[config.mk]
export PLATFORM = sky130hd
export DESIGN_NAME = alu_arbiter
export DESIGN_NICKNAME = d
export VERILOG_FILES = /design/src/rtl/alu_arbiter.sv
export SDC_FILE = /design/constraint.sdc
export NUM_CORES = 1
export LEC_CHECK = 0
export ABC_AREA = 1
export CAP_MARGIN = 20
export CORE_ASPECT_RATIO = 2
export CORE_MARGIN = 4
export CORE_UTILIZATION = 42
export CTS_CLUSTER_DIAMETER = 60
export CTS_CLUSTER_SIZE = 40
export DETAILED_ROUTE_END_ITERATION = 16
export GPL_ROUTABILITY_DRIVEN = 0
export PLACE_DENSITY = 0.93
export SYNTH_ARGS = -nofsm -noshare
export SYNTH_HDL_FRONTEND = slang
export SYNTH_SLANG_ARGS = --single-unit
[constraint.sdc]
create_clock -name clk -period 2.18 [get_ports clk]
set_input_delay 0.218 -clock clk [delete_from_list [all_inputs] [get_ports clk]]
set_output_delay 0.218 -clock clk [all_outputs]
set_load 0.05 [all_outputs]
[src/rtl/alu_arbiter.sv]
// Two-requester front end for a shared combinational ALU: IDLE/EXEC/DONE sequencing with one op per 3 cycles.
// Build option: define ALU_ARB_RR_EN for round-robin arbitration; otherwise requester 0 has fixed priority.
module alu_arbiter #(
  parameter int DATA_W = 32,
  parameter int OP_W   = 4
) (
  input  logic              clk,
  input  logic              reset_n,
  input  logic              req0_valid,
  input  logic [DATA_W-1:0] req0_a,
  input  logic [DATA_W-1:0] req0_b,
  input  logic [OP_W-1:0]   req0_op,
  input  logic              req1_valid,
  input  logic [DATA_W-1:0] req1_a,
  input  logic [DATA_W-1:0] req1_b,
  input  logic [OP_W-1:0]   req1_op,
  output logic              req0_ack,
  output logic              req1_ack,
  output logic [DATA_W-1:0] alu_a,
  output logic [DATA_W-1:0] alu_b,
  output logic [OP_W-1:0]   alu_op,
  input  logic [DATA_W-1:0] alu_result,
  input  logic [3:0]        alu_flags,
  output logic              rsp_valid,
  output logic [DATA_W-1:0] rsp_result,
  output logic [3:0]        rsp_flags,
  output logic              rsp_id,
  output logic              busy
);

  typedef enum logic [1:0] {
    ST_IDLE = 2'd0,
    ST_EXEC = 2'd1,
    ST_DONE = 2'd2
  } state_t;

  state_t            state_r;
  logic              id_r;
  logic              any_req_s;
  logic              grant_s;
  logic [DATA_W-1:0] sel_a_s;
  logic [DATA_W-1:0] sel_b_s;
  logic [OP_W-1:0]   sel_op_s;

`ifdef ALU_ARB_RR_EN
  logic              ptr_r;
`endif

  // Arbitration: pick the winning requester and mux its operands.
  always_comb begin
    any_req_s = req0_valid | req1_valid;
    grant_s   = 1'b0;
    if (req0_valid && req1_valid) begin
`ifdef ALU_ARB_RR_EN
      grant_s = ptr_r;
`else
      grant_s = 1'b0;
`endif
    end else if (req1_valid) begin
      grant_s = 1'b1;
    end else begin
      grant_s = 1'b0;
    end
    if (grant_s) begin
      sel_a_s  = req1_a;
      sel_b_s  = req1_b;
      sel_op_s = req1_op;
    end else begin
      sel_a_s  = req0_a;
      sel_b_s  = req0_b;
      sel_op_s = req0_op;
    end
  end

  // Sequencer: accept in IDLE, let the ALU settle in EXEC, present the response in DONE.
  always_ff @(posedge clk or negedge reset_n) begin
    if (!reset_n) begin
      state_r    <= ST_IDLE;
      id_r       <= 1'b0;
      req0_ack   <= 1'b0;
      req1_ack   <= 1'b0;
      alu_a      <= {DATA_W{1'b0}};
      alu_b      <= {DATA_W{1'b0}};
      alu_op     <= {OP_W{1'b0}};
      rsp_valid  <= 1'b0;
      rsp_result <= {DATA_W{1'b0}};
      rsp_flags  <= 4'b0000;
      rsp_id     <= 1'b0;
      busy       <= 1'b0;
`ifdef ALU_ARB_RR_EN
      ptr_r      <= 1'b0;
`endif
    end else begin
      req0_ack  <= 1'b0;
      req1_ack  <= 1'b0;
      rsp_valid <= 1'b0;
      case (state_r)
        ST_IDLE: begin
          if (any_req_s) begin
            state_r  <= ST_EXEC;
            busy     <= 1'b1;
            alu_a    <= sel_a_s;
            alu_b    <= sel_b_s;
            alu_op   <= sel_op_s;
            id_r     <= grant_s;
            req0_ack <= ~grant_s;
            req1_ack <= grant_s;
`ifdef ALU_ARB_RR_EN
            ptr_r    <= ~grant_s;
`endif
          end else begin
            state_r <= ST_IDLE;
            busy    <= 1'b0;
          end
        end
        ST_EXEC: begin
          // Latched operands have been on the ALU for a full cycle; capture its output as-is.
          state_r    <= ST_DONE;
          rsp_valid  <= 1'b1;
          rsp_result <= alu_result;
          rsp_flags  <= alu_flags;
          rsp_id     <= id_r;
        end
        ST_DONE: begin
          state_r <= ST_IDLE;
          busy    <= 1'b0;
        end
        default: begin
          state_r <= ST_IDLE;
          busy    <= 1'b0;
        end
      endcase
    end
  end

endmodule

==> key figures <==
STA
  – Total Negative Setup Slacks: 0 ns
  – Max Transition Viols Final: 0
  – Final worst path period share: approximately four fifths
  – Fmax: 560 MHz
  – Hold Worst Slack: 0.342 ns
  – Final Setup Violations: 0
  – Worst-Margin Slew: between 0.6 and 0.7 ns
  – Final Hold Fails: 0
  – Minimum clock period after layout: 1.79 ns
  – Setup repair after global routing missed its margin: false
  – Rel. slew slack: 58.7%
  – Final worst slack: 0.394 ns
  – Final Skew: 0.00709 ns

Critical path
  – Slowest cell on the critical path: clkdlybuf4s50_1
  – Crit. End Element: output port
  – Required time of the critical path: 1.96 ns
  – Critical path start-end classification: flip-flop to output port
  – Delay-heaviest family, CP: buffers and inverters
  – Kind of start point of the critical path: flip-flop
  – Number of buffers and inverters on the critical path: 1
  – Cells traversed along the worst timing path: clkdlybuf4s50_1
  – Max FO, Critical Path: 2
  – Worst Path Arrival: between 1.5 and 2 ns
  – Slowest stage delay, CP: 0.86 ns

Yosys
  – Cell taking the most area after synthesis: dfrtp_1
  – Post-synth top area share: between 50% and 60%
  – Number of storage elements in the synthesis netlist: about 110
  – Net count after synthesis: 868
  – Synthesized instance count: 692
  – Top cells by area in the synthesized netlist: dfrtp_1, nand2_1, nand3_1
  – Total standard cell area after synthesis: around 5100 um2
  – Proportion of synthesized chip area in sequential cells: 54.5%
  – Mean area per synthesized cell: 7.43 um2
  – Synthesis Warnings: 0
  – Cell variety after synth: 17

Power and ir drop
  – Switch share: 51.3%
  – Peak supply drop: 1210 uV
  – Total power per unit cell area: approximately 1600 nW/um2
  – Leakage: about 4.2 nW
  – Net Switching: 6.74 mW
  – Fraction of power consumed by the clock network: 11.6%
  – Sequential share of power: around 28%
  – Logic pwr share: between 60% and 70%
  – Internal: 6.39 mW

Global route
  – Antenna violations before repair: 0
  – Global-route wire length before repair: 27400 um
  – Global router's overall resource usage: 24.7%
  – Total gr overflow: 0
  – Largest net degree at the start of global routing: 113
  – Vias in the first global route: 5444

Clock tree
  – CTS clk-pin slew, worst paths: 0.07 ns
  – Number of buffers created by CTS: 9
  – Root Driver: clkbuf_16
  – Number of sinks on the clock net: 112
  – Maximum clock path buffer count: 2
  – CTS tree: built
  – H-tree lvl count: 3
  – Clk Latency, worst-skew pair: 0.34 ns

Routing
  – Antenna-violating nets left: 0
  – DR vias/cell: 4.95
  – Final routed wirelength across all metal layers: 17700 um
  – Violation count after the first detailed-routing iteration: roughly 190
  – Vias after detailed routing: about 5500
  – Number of optimization iterations in the first detailed-route pass: 5
  – Average detailed-routed wire length per instance: 16.0 um
  – Residual DRC: 0

Floorplanning
  – Floorplan row count: between 50 and 60
  – Die outline height: 165 um
  – Count of boundary I/O pins: 285
  – Die boundary width: between 80 and 90 um
  – Effective utilization at floorplan: 42.7%
  – Core ar.: 12100 um2
  – Area of the die: 14200 um2

Placed design
  – Placed Instance Area: 8090 um2
  – Half-perimeter wire length of the detailed placement result: 13200 um
  – Pre-CTS WS: 0.416 ns
  – Port Buf Inserts: 284

Finish
  – Proportion of layout cells with a drive suffix above 1: about 3.5%
  – Multi-input logic area: ~2100 um2
  – Final-layout fill cell count: 891
  – Antenna diode instance count: 0
  – Sequential standard cell area: 2800 um2
  – Cell area after layout: 8370 um2
  – Area grow syn2layout: 62.7%
  – Net total in the final layout: 1131

Job
  – Max capacitance violation total: 0

Min path
  – Path type of the worst min-delay path: input port to flip-flop

Run status
  – Status: complete, no violations
## registers in the layout (all words and copies together), names as in the netlist, 2 cells and up
signal      flops
alu_a          32
alu_b          32
rsp_result     32
alu_op          4
rsp_flags       4
state_r         2
## repair_timing
item | CTS | global route
setup endpoints to repair | 0 | 0
setup buffers | 0 | 0
hold buffers | 1 | 0
endpoints found under the hold margin | 83 | 0
gates resized for setup | 0 | 0
## final cells by class
class | instances | share of cell area, %
Inverter | 6 | 0.269
Sequential cell | 112 | 33.5
Clock buffer | 9 | 2.69
Clock inverter | 6 | 0.523
Timing Repair Buffer | 296 | 35.7
Tap cell | 147 | 2.20
Multi-Input combinational cell | 530 | 25.1
## cell families (layout without fill, tap and decap cells)
| group | after synthesis | after routing | synth area share (%) |
|---|---|---|---|
| AOI/OAI and AO/OA | 3 | 3 | 0.511 |
| buffers and inverters | 50 | 317 | 4.65 |
| DFF | 112 | 112 | 54.5 |
| and+or+nand+nor | 527 | 527 | 40.4 |
## Yosys cell counts, drive strengths merged
master,n
buf,28
nor2,6
inv,6
a21oi,1
o21ai,2
dfrtp,112
nand3,68
nand2,453
clkbuf,16
## power by group through the flow
| stage | clock [mW] | sequential [mW] | combinational [mW] |
|---|---|---|---|
| 2_1_floorplan | 0 | 6.94 | 1.72 |
| 3_3_place_gp | 0 | 3.59 | 7.91 |
| 3_5_place_dp | 0 | 3.63 | 8.07 |
| 4_1_cts | 1.57 | 3.62 | 8.08 |
| 5_1_grt | 1.66 | 3.74 | 8.44 |
| 6_report | 1.52 | 3.63 | 7.99 |
## layer usage
layer	wire, um	vias to the layer above	GRT usage (%)
met1	6060	2528	26.6
met2	9410	248	44.0
li1	-	2636	-
met4	1090	0	14.2
met5	0	-	0
met3	1130	61	5.09
## layout by cell type, fill, tap and decap left out
cell and n:
inv_1 4, clkinv_4 1, nor2_2 1, nand2_1 452, a21oi_1 1, nor2_4 1
dfrtp_1 112, buf_2 1, dlygate4sd3_1 1, inv_6 2, clkbuf_16 9, inv_2 2
o21ai_4 1, buf_12 5, nand2_2 1, clkdlybuf4s50_1 282, clkinv_2 2, clkinvlp_4 1
buf_4 7, nand3_1 68, o21ai_0 1, nor2_1 4
## worst paths after layout
check	depth (start not counted)	startpoint	slack (ns)	endpoint
setup / recovery	1	alu_b[15]$_DFFE_PN0P_	0.39	alu_b[15]
hold / removal	3	req1_valid	0.34	id_r$_DFFE_PN0P_
setup reg to reg	6	state_r[1]$_DFF_PN0_	0.78	rsp_result[14]$_DFFE_PN0N_
hold reg to reg	2	busy$_DFFE_PN0P_	0.48	busy$_DFFE_PN0P_
max in group asynchronous	3	reset_n	1.23	alu_a[24]$_DFFE_PN0P_
min in group asynchronous	3	reset_n	0.49	alu_b[26]$_DFFE_PN0P_
## through the flow
stage / power (mW) / instances / util (%)
final: 13.1 / 1106 / 69.4
after global routing: 13.8 / 1106 / 69.4
after CTS: 13.3 / 1106 / 69.4
after detailed placement: 11.7 / 1090 / 67.1
after global placement: 11.5 / 1090 / 67.1
after floorplan: 8.66 / 692 / -
Power figures use the tool's default switching activity.
